[src/rtl/mem_arbiter_pkg.sv]
// -----------------------------------------------------------------------------
// mem_arbiter_pkg
// Shared definitions for the IF/MEM RAM arbiter: FSM state encoding and
// default values for the starvation guard and the RAM watchdog.
// -----------------------------------------------------------------------------
package mem_arbiter_pkg;

    typedef enum logic [1:0] {
        IDLE     = 2'd0,
        IF_BUSY  = 2'd1,
        MEM_BUSY = 2'd2
    } arb_state_t;

    // Consecutive MEM grants allowed while IF is waiting.
    localparam int DEF_STARVE_MAX = 3;
    // Wait cycles without ramAck before a transaction is aborted (8-bit counter).
    localparam int DEF_TIMEOUT    = 255;
    localparam int WD_W           = 8;

endpackage

[src/rtl/mem_arbiter_watchdog.sv]
// -----------------------------------------------------------------------------
// mem_arbiter_watchdog
// Loadable 8-bit wait counter for the RAM handshake.
//   i_clk      : clock, rising edge
//   i_rst_n    : asynchronous active-low reset
//   i_clr      : clear counter to 0 (highest priority)
//   i_load     : load i_load_val
//   i_load_val : value loaded by i_load
//   i_en       : count one wait cycle
//   o_expire   : counter holds TIMEOUT-1, i.e. the current wait cycle is the
//                TIMEOUT-th one and the owner should abort at the next edge
// -----------------------------------------------------------------------------
module mem_arbiter_watchdog
    import mem_arbiter_pkg::*;
#(
    parameter int TIMEOUT = DEF_TIMEOUT
) (
    input  logic            i_clk,
    input  logic            i_rst_n,
    input  logic            i_clr,
    input  logic            i_load,
    input  logic [WD_W-1:0] i_load_val,
    input  logic            i_en,
    output logic            o_expire
);

    logic [WD_W-1:0] r_cnt;

    always_ff @(posedge i_clk or negedge i_rst_n) begin
        if (!i_rst_n) begin
            r_cnt <= '0;
        end else if (i_clr) begin
            r_cnt <= '0;
        end else if (i_load) begin
            r_cnt <= i_load_val;
        end else if (i_en) begin
            r_cnt <= r_cnt + WD_W'(1);
        end
    end

    // Not gated by i_en so the owner's next-state logic has no loop through it.
    assign o_expire = (r_cnt == WD_W'(TIMEOUT - 1));

endmodule

[src/rtl/mem_arbiter.sv]
// -----------------------------------------------------------------------------
// mem_arbiter
// Shares one single-port RAM between the IF stage (fetch) and the MEM stage
// (load/store). MEM normally wins; a starvation guard forces an IF grant after
// STARVE_MAX MEM grants made while IF was waiting. A watchdog aborts an access
// that sees no ramAck for TIMEOUT cycles and sets a sticky bus error.
//   i_clk/i_rst_n                     : clock, asynchronous active-low reset
//   i_if_req/i_if_addr                : fetch request, held until o_if_ready
//   o_if_rdata/o_if_ready/o_if_stall  : fetched word, 1-cycle done, stall
//   i_mem_req/i_mem_we/i_mem_addr/i_mem_wdata : load/store request
//   o_mem_rdata/o_mem_ready/o_mem_stall       : load data, 1-cycle done, stall
//   o_ram_req/o_ram_we/o_ram_addr/o_ram_wdata : RAM strobe (held until ack)
//   i_ram_rdata/i_ram_ack             : RAM read data / completion
//   o_bus_err                         : sticky watchdog-abort flag
// -----------------------------------------------------------------------------
module mem_arbiter
    import mem_arbiter_pkg::*;
#(
    parameter int ADDR_W     = 32,
    parameter int DATA_W     = 32,
    parameter int STARVE_MAX = DEF_STARVE_MAX,
    parameter int TIMEOUT    = DEF_TIMEOUT
) (
    input  logic              i_clk,
    input  logic              i_rst_n,
    input  logic              i_if_req,
    input  logic [ADDR_W-1:0] i_if_addr,
    output logic [DATA_W-1:0] o_if_rdata,
    output logic              o_if_ready,
    output logic              o_if_stall,
    input  logic              i_mem_req,
    input  logic              i_mem_we,
    input  logic [ADDR_W-1:0] i_mem_addr,
    input  logic [DATA_W-1:0] i_mem_wdata,
    output logic [DATA_W-1:0] o_mem_rdata,
    output logic              o_mem_ready,
    output logic              o_mem_stall,
    output logic              o_ram_req,
    output logic              o_ram_we,
    output logic [ADDR_W-1:0] o_ram_addr,
    output logic [DATA_W-1:0] o_ram_wdata,
    input  logic [DATA_W-1:0] i_ram_rdata,
    input  logic              i_ram_ack,
    output logic              o_bus_err
);

    localparam int              SC_W   = (STARVE_MAX < 1) ? 1 : $clog2(STARVE_MAX + 1);
    localparam logic [SC_W-1:0] SC_MAX = SC_W'(STARVE_MAX);

    arb_state_t        r_state, w_state_next;
    logic [SC_W-1:0]   r_starve_cnt, w_starve_next;
    logic              r_ram_req, w_ram_req_next;
    logic              r_ram_we, w_ram_we_next;
    logic [ADDR_W-1:0] r_ram_addr, w_ram_addr_next;
    logic [DATA_W-1:0] r_ram_wdata, w_ram_wdata_next;
    logic [DATA_W-1:0] r_if_rdata, w_if_rdata_next;
    logic [DATA_W-1:0] r_mem_rdata, w_mem_rdata_next;
    logic              r_if_ready, w_if_ready_next;
    logic              r_mem_ready, w_mem_ready_next;
    logic              r_bus_err, w_bus_err_next;

    logic w_if_req_eff, w_mem_req_eff, w_if_wins;
    logic w_grant, w_done, w_wd_en, w_wd_expire;

    // A requester whose ready is high this cycle has just been served; its
    // still-high req belongs to the finished transaction and must not re-grant.
    assign w_if_req_eff  = i_if_req  & ~r_if_ready;
    assign w_mem_req_eff = i_mem_req & ~r_mem_ready;
    assign w_if_wins     = w_if_req_eff & (~w_mem_req_eff | (r_starve_cnt == SC_MAX));

    always_comb begin
        w_state_next     = r_state;
        w_starve_next    = r_starve_cnt;
        w_ram_req_next   = r_ram_req;
        w_ram_we_next    = r_ram_we;
        w_ram_addr_next  = r_ram_addr;
        w_ram_wdata_next = r_ram_wdata;
        w_if_rdata_next  = r_if_rdata;
        w_mem_rdata_next = r_mem_rdata;
        w_if_ready_next  = 1'b0;
        w_mem_ready_next = 1'b0;
        w_bus_err_next   = r_bus_err;
        w_grant          = 1'b0;
        w_done           = 1'b0;
        w_wd_en          = 1'b0;

        case (r_state)
            IDLE: begin
                if (w_if_wins) begin
                    w_grant         = 1'b1;
                    w_ram_req_next  = 1'b1;
                    w_ram_we_next   = 1'b0;
                    w_ram_addr_next = i_if_addr;
                    w_starve_next   = '0;
                    w_state_next    = IF_BUSY;
                end else if (w_mem_req_eff) begin
                    w_grant          = 1'b1;
                    w_ram_req_next   = 1'b1;
                    w_ram_we_next    = i_mem_we;
                    w_ram_addr_next  = i_mem_addr;
                    w_ram_wdata_next = i_mem_wdata;
                    if (w_if_req_eff && (r_starve_cnt != SC_MAX)) begin
                        w_starve_next = r_starve_cnt + SC_W'(1);
                    end
                    w_state_next = MEM_BUSY;
                end
            end
            IF_BUSY, MEM_BUSY: begin
                if (i_ram_ack) begin
                    w_done         = 1'b1;
                    w_ram_req_next = 1'b0;
                    w_state_next   = IDLE;
                    if (r_state == IF_BUSY) begin
                        w_if_ready_next = 1'b1;
                        w_if_rdata_next = i_ram_rdata;
                    end else begin
                        w_mem_ready_next = 1'b1;
                        if (!r_ram_we) begin
                            w_mem_rdata_next = i_ram_rdata;
                        end
                    end
                end else begin
                    w_wd_en = 1'b1;
                    if (w_wd_expire) begin
                        w_done         = 1'b1;
                        w_ram_req_next = 1'b0;
                        w_bus_err_next = 1'b1;
                        w_state_next   = IDLE;
                        if (r_state == IF_BUSY) begin
                            w_if_ready_next = 1'b1;
                            w_if_rdata_next = '0;
                        end else begin
                            w_mem_ready_next = 1'b1;
                            w_mem_rdata_next = '0;
                        end
                    end
                end
            end
            default: w_state_next = IDLE;
        endcase
    end

    always_ff @(posedge i_clk or negedge i_rst_n) begin
        if (!i_rst_n) begin
            r_state      <= IDLE;
            r_starve_cnt <= '0;
            r_ram_req    <= 1'b0;
            r_ram_we     <= 1'b0;
            r_ram_addr   <= '0;
            r_ram_wdata  <= '0;
            r_if_rdata   <= '0;
            r_mem_rdata  <= '0;
            r_if_ready   <= 1'b0;
            r_mem_ready  <= 1'b0;
            r_bus_err    <= 1'b0;
        end else begin
            r_state      <= w_state_next;
            r_starve_cnt <= w_starve_next;
            r_ram_req    <= w_ram_req_next;
            r_ram_we     <= w_ram_we_next;
            r_ram_addr   <= w_ram_addr_next;
            r_ram_wdata  <= w_ram_wdata_next;
            r_if_rdata   <= w_if_rdata_next;
            r_mem_rdata  <= w_mem_rdata_next;
            r_if_ready   <= w_if_ready_next;
            r_mem_ready  <= w_mem_ready_next;
            r_bus_err    <= w_bus_err_next;
        end
    end

    // Counts wait cycles of the current access; restarts on each grant.
    mem_arbiter_watchdog #(
        .TIMEOUT (TIMEOUT)
    ) u_watchdog (
        .i_clk      (i_clk),
        .i_rst_n    (i_rst_n),
        .i_clr      (w_done),
        .i_load     (w_grant),
        .i_load_val ('0),
        .i_en       (w_wd_en),
        .o_expire   (w_wd_expire)
    );

    assign o_ram_req   = r_ram_req;
    assign o_ram_we    = r_ram_we;
    assign o_ram_addr  = r_ram_addr;
    assign o_ram_wdata = r_ram_wdata;
    assign o_if_rdata  = r_if_rdata;
    assign o_if_ready  = r_if_ready;
    assign o_mem_rdata = r_mem_rdata;
    assign o_mem_ready = r_mem_ready;
    assign o_bus_err   = r_bus_err;
    assign o_if_stall  = i_if_req  & ~r_if_ready;
    assign o_mem_stall = i_mem_req & ~r_mem_ready;

endmodule

[config.mk]
export PLATFORM = sky130hd
export DESIGN_NAME = mem_arbiter
export DESIGN_NICKNAME = d
export VERILOG_FILES = /design/src/rtl/mem_arbiter_pkg.sv /design/src/rtl/mem_arbiter_watchdog.sv /design/src/rtl/mem_arbiter.sv
export SDC_FILE = /design/constraint.sdc
export NUM_CORES = 1
export LEC_CHECK = 0
export BUFFER_PORTS_ARGS = -buffer_cell sky130_fd_sc_hd__buf_4
export CAP_MARGIN = 25
export CORE_MARGIN = 2
export CORE_UTILIZATION = 35
export CTS_CLUSTER_DIAMETER = 50
export DETAILED_ROUTE_END_ITERATION = 8
export GPL_TIMING_DRIVEN = 0
export MAX_ROUTING_LAYER = met4
export SYNTH_ARGS = -nofsm -noshare
export SYNTH_HDL_FRONTEND = slang
export SYNTH_SLANG_ARGS = --single-unit
export TNS_END_PERCENT = 50
[constraint.sdc]
create_clock -name i_clk -period 1.9 [get_ports i_clk]
set_clock_uncertainty 0.2 [all_clocks]
set_input_delay 0.095 -clock i_clk [delete_from_list [all_inputs] [get_ports i_clk]]
set_output_delay 0.095 -clock i_clk [all_outputs]
set_load 0.005 [all_outputs]
; After elaboration in Yosys (flattened, before gate mapping)
; Cells that the tools add are included.
; W data, S select, Z words.
[op_classes]
muxes = 45
n_addsub = 2
bitwise = 10
n_eq_ne = 8
n_reduce_logical = 16
[op_table]
columns = op, count
row1 = $mux W32, 11
row2 = $mux W8, 3
row3 = $mux W1, 22
row4 = $reduce_and A3 Y1, 5
row5 = $mux W2, 7
row6 = $add A8 B1 Y8 const B, 1
row7 = $eq A8 B8 Y1 const B, 1
row8 = $reduce_bool A2 Y1, 4
row9 = $not A1 Y1, 6
row10 = $eq A2 B2 Y1 const B, 2
row11 = $ne A2 B2 Y1 const B, 2
row12 = $pmux W2 S2, 1
row13 = $reduce_and A2 Y1, 2
row14 = $reduce_and A4 Y1, 1
row15 = $and A1 B1 Y1, 3
row16 = $ne A3 B2 Y1 const B, 1
row17 = $ne A3 B3 Y1 const B, 1
row18 = $reduce_bool A3 Y1, 1
row19 = $add A2 B1 Y2 const B, 1
row20 = $eq A2 B1 Y1 const B, 1
row21 = $logic_not A2 Y1, 1
row22 = $pmux W1 S2, 1
row23 = $reduce_or A2 Y1, 1
row24 = $logic_and A1 B1 Y1, 1
row25 = $or A1 B1 Y1, 1
[totals]
reg_bits = 145
elab_cells = 93
input_bits = 134
output_inout_bits = 135

; Depth between registers and ports, before layout
; Gate-level depths: netlist of run 1.
[depth]
depth_word = 9
ltp_mapped = 8
depth_no_buf = 6

; Cells and area by module
; Synthesis of run 1 repeated with hierarchy kept, for this count alone.
[hier_totals]
hier_cells = 598
area_unflattened_um2 = 6623.9
[by_module_without_submodules]
columns = module, seq_area_each_um2, cells_per_inst, n_inst, area_each_um2
row1 = mem_arbiter, 3428.3, 545, 1, 6150.9
row2 = mem_arbiter_watchdog, 200.2, 53, 1, 473.0

; Least setup slack after synthesis of run 1
; No wires, ideal clock.
[synth_path]
kind = flip-flop to flip-flop
start = register r_starve_cnt[0]
end = register r_ram_wdata[10] (netlist: o_ram_wdata[10])
setup_time_ps = 125
stages_incl_launch_ff = 7
synth_period_minus_slack_ps = 1936
t_required_ps = 1575
t_arrival_ps = 1611
path_buffers = 1
path_slack_ps = -36
path_cell_list = dfrtp_1 -> ha_1 -> nor3b_2 -> nor2_4 -> nor2_8 -> buf_6 -> mux2_4
[synth_via]
elab_chain_cells = 5
[synth_lines]
columns = item, line_no
row1 = "start, declared", mem_arbiter.sv:51  ; logic [SC_W-1:0] r_starve_cnt, w_starve_next;
row2 = "start signal, assigned", mem_arbiter.sv:158  ; r_starve_cnt <= w_starve_next;
row3 = $eq A2 B2 Y1, mem_arbiter.sv:69  ; assign w_if_wins = w_if_req_eff & (~w_mem_req_eff | (r_starve_cnt == SC_MAX));
row4 = $or A1 B1 Y1, mem_arbiter.sv:69
row5 = $and A1 B1 Y1, mem_arbiter.sv:69
row6 = $not A1 Y1 (no line), n/a
row7 = $reduce_and A3 Y1 (no line), n/a
row8 = "end signal, assigned", mem_arbiter.sv:162  ; r_ram_wdata <= w_ram_wdata_next;
row9 = "end, declared", mem_arbiter.sv:55  ; logic [DATA_W-1:0] r_ram_wdata, w_ram_wdata_next;
; No other way between the ends.
; A chain may end at the register's enable or synchronous reset.

; Final worst setup path of run 1
[layout_path]
start = register r_starve_cnt[0]
end = register r_ram_wdata[21] (netlist: o_ram_wdata[21])
; Same word-level chain as after synthesis.

==> flow_summary_export.csv, run 1 <==
group,metric,value,unit
layout,num_antenna_cells,0,
placed_design,pre_cts_ws,-0.172,ns
timing,slew_violations,0,
clock_network,cts_max_level,4,
timing,fmax,512,MHz
layout,fin_nets,1033,
die,rows,48,
setup_path,cp_cell_sequence,"ha_2 -> nor3b_4 -> nor2_4 -> nor2_8 -> buf_12 -> clkbuf_16 -> mux2_4",
synthesis,synth_flop_cell,"dfrtp_1",
die,num_io_pins,269,
die,fp.dieH,136,um
routing,drtAntennaViolNets,0,
synthesis,synthTopCellsByArea,"dfrtp_1 60%, a22o_1 9.5%, mux2_4 6.9%, mux2i_1 5.6%, o21ai_0 3.3%",
setup_path,arrival,2.06,ns
layout,syn2layout_area_growth,77.1,%
timing,max_slew_margin,0.539,
global_route,grt_max_degree,96,
setup_path,critPathMaxFanout,7,
setup_path,required,2.01,ns
die,die-area,18500,sq um
timing,finalCritPeriodShare,1.03,
synthesis,ys_types,48,
global_route,grt_usage,0.214,
synthesis,synth-warning-count,0,
routing,drt_iter0_drc,218,
placed_design,hpwl,12200,um
setup_path,crit_path_top_delay_cell,"dfrtp_1",
placed_design,gp_congestion,0.801,
timing,holdWs,-0.0537,ns
synthesis,synth_edf_count,0,
layout,fillers,1310,
clock_network,cts-buffers-inserted,17,
routing,avgViaCountPerCell,4.79,
clock_network,clk_latency,0.42,ns
routing,routed_wl,19300,um
layout,drive_above_1_share,0.446,
flow_run,maxCapViolCount,0,
synthesis,async_flop_share,1.00,
placed_design,io_buffers,268,
die,initial_core_util,0.355,
synthesis,seq_area_frac_synth,0.595,
synthesis,ys_ff_latch,145,
global_route,grt_pass1_wl,29700,um
timing,rsz0062_at_grt,"true",
clock_network,clock_path_buffers,2,
routing,via_count,5423,
synthesis,syn-instance-count,455,
synthesis,synth_top_area_share,0.595,
clock_network,clkSlewWorstSetupHoldPaths,0.06,ns
clock_network,clock-root-buffer,"clkbuf_16",
timing,tightest_slew,0.691,ns
outcome,status,"finished with violations",
global_route,antenna_found_initial,0,
routing,drc_errors,0,
synthesis,synth_area,6090,sq um
clock_network,clock_sinks,145,
clock_network,cts_tree,"built",
timing,fin_crit,1.95,ns
setup_path,cp_slowest_stage_delay,0.38,ns
synthesis,synth_fp_nets,595,
synthesis,yosys.area.top_type,"dfrtp_1",
die,fp.coreArea,17200,sq um
power_and_ir_drop,peakVddDrop,888,uV
die,dieWidth,136,um
min_path,min_path_type,"input pin to async pin",
setup_path,startpoint_type,"flip-flop",
global_route,globalRouteOverflowTotal,0,
clock_network,ctsHoldBuffers,133,
layout,final_util,0.628,
power_and_ir_drop,power_leakage,5.29,nW
outcome,violations,"hold timing, setup timing",
setup_path,reg2reg_depth,7,
routing,dr.pass1.iters,7,
setup_path,endpoint_kind,"flip-flop",
routing,drt-wirelength-per-cell,17.1,um
setup_path,critical_path_class,"flip-flop to flip-flop",
global_route,grt_pass1_vias,5806,
timing,final.setup.worst_slack,-0.0546,ns
synthesis,syn_area_per_cell,13.4,sq um
power_and_ir_drop,powerDensity,1500,nW/um^2
timing,finalHoldViolations,36,
timing,setup_viol,30,
final timing paths:
kind                                              from                         endpoint  slack [ns]
min in group i_clk                            i_if_req      r_starve_cnt[0]$_DFFE_PN0P_        0.02
hold reg to reg                  o_bus_err$_DFFE_PN0P_            o_bus_err$_DFFE_PN0P_        0.28
setup reg to reg           r_starve_cnt[0]$_DFFE_PN0P_      o_ram_wdata[21]$_DFFE_PN0P_       -0.05
setup / recovery           r_starve_cnt[0]$_DFFE_PN0P_      o_ram_wdata[21]$_DFFE_PN0P_       -0.05
hold / removal                                 i_rst_n  u_watchdog.r_cnt[7]$_DFFE_PN0P_       -0.05
max in group asynchronous                      i_rst_n            o_bus_err$_DFFE_PN0P_        0.57
cells in the mapped netlist, drive strengths merged, types with 2 or more instances:
cell type and count:
a21o 2, a21oi 4, a22o 66, and3 3, buf 24, clkbuf 5
dfrtp 145, ha 6, inv 7, mux2 32, mux2i 34, nand2 44
nand2b 5, nand3 7, nand4 2, nor2 7, nor2b 2, o21ai 41
cell usage in the layout, fill, tap and decap left out, types with 4 or more instances in the layout:
cell type,count
a22o_1,66
clkinv_4,4
o21ai_0,38
buf_6,11
nor2_1,4
buf_4,285
inv_6,4
inv_1,4
mux2_4,32
nand3_1,5
buf_12,5
dlygate4sd3_1,132
dfrtp_1,145
mux2i_1,32
clkbuf_16,19
nand2_1,44
per-stage QoR:
step                TNS, ns  cell area, sq um  instances  hold slack, ns  power, mW
CTS                   -2.11             10600       1124         -0.0536       15.9
detailed placement    -8.08              8440        949          -0.129       11.7
finish               -0.997             10800       1131         -0.0537       16.2
floorplan                 0              6110        455          -0.401       8.47
global placement     -15.69              8410        948           0.115       11.5
global route          -3.95             10800       1131         -0.0202       17.2
cell families after synthesis:
family,share of synthesized area
adder cells (fa/ha/maj),0.0123
buffers and inverters,0.0406
multiplexers,0.132
AND/OR/NAND/NOR,0.0690
AO/OA/AOI/OAI,0.150
flip-flops,0.595
report_power, final:
part	switching [mW]	total [mW]	internal, mW
registers	0.811	5.28	4.47
clock network	1.38	3.54	2.16
logic	2.94	7.39	4.45
sequential cells by signal, indices dropped and copies added (netlist names):
| signal | count |
|---|---|
| r_starve_cnt | 2 |
| o_ram_wdata | 32 |
| u_watchdog.r_cnt | 8 |
| o_mem_rdata | 32 |
| o_ram_addr | 32 |
| o_ram_we | 1 |
| o_if_ready | 1 |
| r_state | 2 |
| o_ram_req | 1 |
| o_mem_ready | 1 |
| o_if_rdata | 32 |
| o_bus_err | 1 |
cell type report:
cell class	count	area, sq um	area share
clock buffers	19	453	0.0420
inverters	7	28.8	0.00267
repair buffers	420	3590	0.333
clock inverters	13	175	0.0162
well taps	225	282	0.0261
flip-flops and latches	145	3630	0.336
multi-input cells	274	2340	0.216
plain buffers	28	297	0.0275
routing by layer:
| metal | GRT usage | up-vias | part of all wire |
|---|---|---|---|
| li1 | - | 2542 | - |
| met4 | 0.0677 | 0 | 0.020 |
| met1 | 0.257 | 2645 | 0.42 |
| met5 | - | - | 0 |
| met3 | 0.0559 | 31 | 0.063 |
| met2 | 0.352 | 205 | 0.50 |
critical path: cells and delay by family (launching register included):
family	cells	cell delay, ns
and+or+nand+nor	3	0.45
buffers and inverters	2	0.32
muxes	1	0.29
adders and majority gates	1	0.20
DFF	1	0.38
repair_timing:
action,CTS,global route
setup buffers,9,6
hold endpoints to repair,285,31
resized for setup,18,38
setup endpoints to repair,102,144
pin swaps,3,3
gates cloned,1,2
(Power assumes the default switching activity.)
==> run 2: changes to the inputs <==
- CORE_UTILIZATION: 35 -> 43
- PLACE_DENSITY: unset -> 0.77
==> run 2 against run 1 <==
Compared with the run above:
- the flow still finishes with violations (hold timing, setup timing)
- sequential power is 2% higher
- first-iteration DRC count is 47% higher
- die area is 18% lower
- sequential cell count stayed put
- final area is 2.0% lower
- core utilization is 13 points higher
- non-clock buffer count is 6 lower
- sequential share of layout area is 0.70 points higher
- highest routed layer unchanged
==> flow_summary_export.csv, run 2 (same netlist as run 1, synthesis figures left out) <==
group,metric,value,unit
outcome,status,"finished with violations",
outcome,violations,"hold timing, setup timing",
die,num_io_pins,269,
setup_path,endpoint_kind,"flip-flop",
die,rows,43,
power_and_ir_drop,powerDensity,1510,nW/um^2
routing,routed_wl,21500,um
timing,fin_crit,1.98,ns
routing,dr.pass1.iters,4,
timing,finalHoldViolations,1,
layout,layout_common_cells,"281 x buf_4, 145 x dfrtp_1, 132 x dlygate4sd3_1, 66 x a22o_1, 44 x nand2_1",
timing,setup_viol,32,
clock_network,clock-root-buffer,"clkbuf_16",
global_route,grt_usage,0.283,
layout,drive_above_1_share,0.444,
layout,mostFrequentLayoutCell,"buf_4",
die,initial_core_util,0.439,
routing,drt-wirelength-per-cell,19.9,um
setup_path,critPathMaxFanout,5,
die,fp.coreArea,13900,sq um
die,die-area,15100,sq um
min_path,min_path_type,"input pin to flip-flop",
clock_network,clk_latency,0.41,ns
timing,max_slew_margin,0.587,
timing,tightest_slew,0.617,ns
power_and_ir_drop,finalPower,16.0,mW
timing,slew_violations,0,
clock_network,cts_max_level,4,
routing,drc_errors,0,
timing,fmax,505,MHz
layout,syn2layout_area_growth,73.5,%
placed_design,io_buffers,268,
routing,drtAntennaViolNets,0,
setup_path,critical_path_class,"flip-flop to flip-flop",
setup_path,required,2.00,ns
placed_design,gp_congestion,0.869,
layout,finalNonFillerCells,1081,
clock_network,clock_path_buffers,2,
layout,final_util,0.762,
clock_network,cts_tree,"built",
routing,avgViaCountPerCell,5.28,
power_and_ir_drop,peakVddDrop,1130,uV
die,fp.dieH,123,um
setup_path,arrival,2.08,ns
routing,via_count,5704,
placed_design,dp.cells,904,
layout,fin_nets,1027,
timing,final.setup.worst_slack,-0.0784,ns
global_route,grt_max_degree,87,
power_and_ir_drop,power_leakage,5.20,nW
timing,finalCritPeriodShare,1.04,
placed_design,pre_cts_ws,-0.166,ns
global_route,grt_pass1_wl,31400,um
global_route,globalRouteOverflowTotal,0,
clock_network,clock_sinks,145,
flow_run,maxCapViolCount,0,
die,dieWidth,123,um
clock_network,cts-buffers-inserted,17,
setup_path,startpoint_type,"flip-flop",
timing,rsz0062_at_grt,"true",
routing,drt_iter0_drc,321,
clock_network,clkSlewWorstSetupHoldPaths,0.07,ns
timing,holdWs,-0.00590,ns
global_route,antenna_found_initial,0,
placed_design,hpwl,12300,um
global_route,grt_pass1_vias,5942,
run 2: changes by cell type in the layout (fill, tap and decap cells not counted), moves of 2 or more:
cell | previous run | this run
buf_4 | 285 | 281
clkbuf_4 | 1 | 4
clkinv_2 | 0 | 2
mux2_2 | 0 | 4
mux2_4 | 32 | 28
nand2b_2 | 2 | 0
nand2b_4 | 2 | 4
o21ai_0 | 38 | 36
run 2: area by class of cell:
| class | count | area, sq um |
|---|---|---|
| clock buffers | 18 | 439 |
| multi-input cells | 274 | 2330 |
| plain buffers | 28 | 278 |
| inverters | 7 | 26.3 |
| flip-flops and latches | 145 | 3630 |
| fillers | 850 | 3310 |
| repair buffers | 414 | 3490 |
| diodes | 1 | 2.50 |
| clock inverters | 14 | 154 |
| well taps | 180 | 225 |
run 2: per-stage QoR:
step,hold WS [ns],setup TNS [ns],cell area (sq um)
6_report,-0.00590,-1.42,10600
5_1_grt,0.0248,-3.39,10600
4_1_cts,0.0242,-1.34,10400
3_5_place_dp,-0.0937,-8.73,8380
3_3_place_gp,0.122,-9.28,8350
2_1_floorplan,-0.401,0,6110
run 2: final timing paths:
path	startpoint	end	slack, ns	cells after the start
max in group asynchronous	i_rst_n	o_ram_wdata[0]$_DFFE_PN0P_	0.64	3
max	r_starve_cnt[0]$_DFFE_PN0P_	o_ram_wdata[2]$_DFFE_PN0P_	-0.08	6
min	i_if_req	r_starve_cnt[0]$_DFFE_PN0P_	-0.006	5
min in group asynchronous	i_rst_n	o_if_rdata[14]$_DFFE_PN0P_	0.03	2
max reg2reg	r_starve_cnt[0]$_DFFE_PN0P_	o_ram_wdata[2]$_DFFE_PN0P_	-0.08	6
min reg2reg	o_bus_err$_DFFE_PN0P_	o_bus_err$_DFFE_PN0P_	0.28	1
run 2: what timing repair did:
action | CTS | global route
pin swaps | 4 | 2
setup endpoints to repair | 107 | 129
endpoints found under the hold margin | 285 | 0
gates resized for setup | 18 | 29
hold buffers | 132 | 0
setup buffers | 6 | 6
cloned | 0 | 1
run 2: worst max-delay path, stage by stage, from the launching register on:
cell and delay, ns:
dfrtp_1 0.39, ha_2 0.21, nor3b_4 0.25, nor2_4 0.12, nor2_8 0.18, buf_4 0.16
mux2_2 0.35
run 2: report_power, final:
part           leakage, nW  internal, mW  total, mW  switching, mW
combinational         3.11          4.22       7.28           3.06
clock                0.283          1.98       3.34           1.36
sequential            1.81          4.47       5.39          0.913
total                 5.20          10.7       16.0           5.34
run 2: layer usage:
layer / global-route usage / part of all wire
met5: - / 0
met2: 0.478 / 0.51
met1: 0.326 / 0.39
met4: 0.129 / 0.031
met3: 0.0600 / 0.072
==> run 3: changes to the inputs <==
- CORE_UTILIZATION: 43 -> 47
- PLACE_DENSITY: 0.77 -> 0.8
- clock period: 1.9 -> 2.03 ns (I/O delays scaled with it)
==> run 3 against run 2 <==
Compared with the run above:
- final cell count down 1.0%
- sequential cell count did not move
- fmax shrank 2.1%
- wire length grew 0.66%
- largest power group unchanged
- critical endpoint is now o_ram_addr[11]$_DFFE_PN0P_
- the run ends with hold timing left
==> flow_summary_export.csv, run 3 (same netlist as run 1, synthesis figures left out) <==
group,metric,value,unit
timing,tightest_slew,0.575,ns
power_and_ir_drop,power_leakage,5.15,nW
layout,final_util,0.826,
die,dieWidth,118,um
timing,slew_violations,0,
die,die-area,13900,sq um
setup_path,critPathMaxFanout,10,
global_route,antenna_found_initial,0,
routing,drtAntennaViolNets,0,
setup_path,critical_path_class,"flip-flop to flip-flop",
layout,drive_above_1_share,0.431,
setup_path,required,2.13,ns
setup_path,crit_start,"r_starve_cnt[0]$_DFFE_PN0P_",
layout,fillers,650,
timing,setup_tns,0,ns
die,rows,41,
clock_network,clkSlewWorstSetupHoldPaths,0.06,ns
clock_network,clock-root-buffer,"clkbuf_16",
routing,routed_wl,21600,um
die,initial_core_util,0.483,
timing,max_slew_margin,0.616,
routing,via_count,5764,
routing,dr.pass1.iters,5,
clock_network,cts_max_level,4,
timing,fmax,495,MHz
clock_network,clk_latency,0.42,ns
layout,mostFrequentLayoutCell,"buf_4",
timing,holdWs,-0.0154,ns
outcome,violations,"hold timing",
outcome,status,"finished with violations",
global_route,grt_pass1_wl,34500,um
setup_path,endpoint_kind,"flip-flop",
setup_path,arrival,2.12,ns
timing,fin_crit,2.02,ns
timing,finalCritPeriodShare,0.996,
timing,finalHoldViolations,16,
layout,layout_common_cells,"282 x buf_4, 145 x dfrtp_1, 133 x dlygate4sd3_1, 66 x a22o_1, 44 x nand2_1",
global_route,grt_max_degree,98,
routing,drt-wirelength-per-cell,20.2,um
timing,rsz0062_at_grt,"true",
global_route,grt_usage,0.326,
die,num_io_pins,269,
setup_path,timing.rr.end,"o_ram_addr[11]$_DFFE_PN0P_",
placed_design,io_buffers,268,
clock_network,clock_path_buffers,2,
placed_design,gp_congestion,0.852,
routing,drc_errors,0,
setup_path,reg2reg_depth,7,
min_path,min_path_type,"input pin to async pin",
power_and_ir_drop,powerDensity,1420,nW/um^2
setup_path,startpoint_type,"flip-flop",
flow_run,maxCapViolCount,0,
layout,num_antenna_cells,0,
routing,drt_iter0_drc,330,
power_and_ir_drop,peakVddDrop,718,uV
routing,avgViaCountPerCell,5.39,
setup_path,r2r_start,"r_starve_cnt[0]$_DFFE_PN0P_",
layout,syn2layout_area_growth,71.0,%
global_route,globalRouteOverflowTotal,0,
clock_network,cts-buffers-inserted,17,
layout,design_area,10400,sq um
power_and_ir_drop,finalPower,14.8,mW
die,fp.coreArea,12600,sq um
die,fp.dieH,118,um
placed_design,hpwl,12500,um
global_route,grt_pass1_vias,6370,
timing,setup_viol,0,
clock_network,cts_tree,"built",
setup_path,rrSetupSlack,0.009,ns
clock_network,clock_sinks,145,
placed_design,dpl_cell_area,8350,sq um
layout,fin_nets,1026,
## run 3: changes by cell type in the layout (fill, tap and decap cells not counted), sizes merged
cell,before,now
clkbuf,27,24
buf,301,302
diode,1,0
dlygate4sd3,132,133
inv,10,9
## run 3: area by class of cell
type	count	area, sq um	area share
multi-input cells	274	2260	0.217
repair buffers	413	3460	0.332
flip-flops and latches	145	3630	0.348
plain buffers	28	253	0.0243
well taps	172	215	0.0207
clock inverters	13	138	0.0132
clock buffers	18	439	0.0421
inverters	7	26.3	0.00252
## run 3: metal layers
layer	part of all wire	routed length, um	vias up	global-route usage
met3	0.078	1690	53	0.0862
li1	-	-	2513	-
met1	0.38	8190	2913	0.373
met4	0.029	627	0	0.132
met5	0	0	-	-
met2	0.51	11100	285	0.547
## run 3: critical path: stages (launching register included)
cell and delay [ns]:
dfrtp_1 0.41, ha_2 0.22, nor3b_4 0.28, nor2_4 0.11
buf_4 0.16, buf_6 0.15, mux2i_1 0.13, o21ai_0 0.24
## run 3: worst max-delay path by stage
| stage | depth (start not counted) | slack (ns) | end |
|---|---|---|---|
| 2_1_floorplan | 6 | 0.09 | o_ram_wdata[10]$_DFFE_PN0P_ |
| 3_3_place_gp | 6 | -0.04 | o_ram_wdata[30]$_DFFE_PN0P_ |
| 3_5_place_dp | 6 | -0.12 | o_ram_wdata[27]$_DFFE_PN0P_ |
| 4_1_cts | 6 | 0.005 | o_ram_wdata[14]$_DFFE_PN0P_ |
| 5_1_grt | 6 | -0.07 | u_watchdog.r_cnt[1]$_DFFE_PN0P_ |
| 6_report | 7 | 0.009 | o_ram_addr[11]$_DFFE_PN0P_ |
## run 3: report_power, final
| part | leakage [nW] | total [mW] | internal (mW) | switching (mW) |
|---|---|---|---|---|
| Clock | 0.278 | 3.08 | 1.84 | 1.24 |
| Combinational | 3.07 | 6.64 | 3.79 | 2.85 |
| Sequential | 1.81 | 5.07 | 4.19 | 0.881 |
## run 3: per-stage QoR
stage,setup WS (ns),instances
finish,0.00858,1070
floorplan,0.0938,455
global placement,-0.0420,895
CTS,0.00495,1065
global route,-0.0685,1070
detailed placement,-0.119,896
## run 3: timing repair
item                                   in CTS  in global routing
setup endpoints to repair                  39                 96
gates resized for setup                     6                 19
cloned                                      0                  0
pin swaps                                   3                  4
hold buffers                              133                  0
setup buffers                               5                  6
endpoints found under the hold margin     285                  0
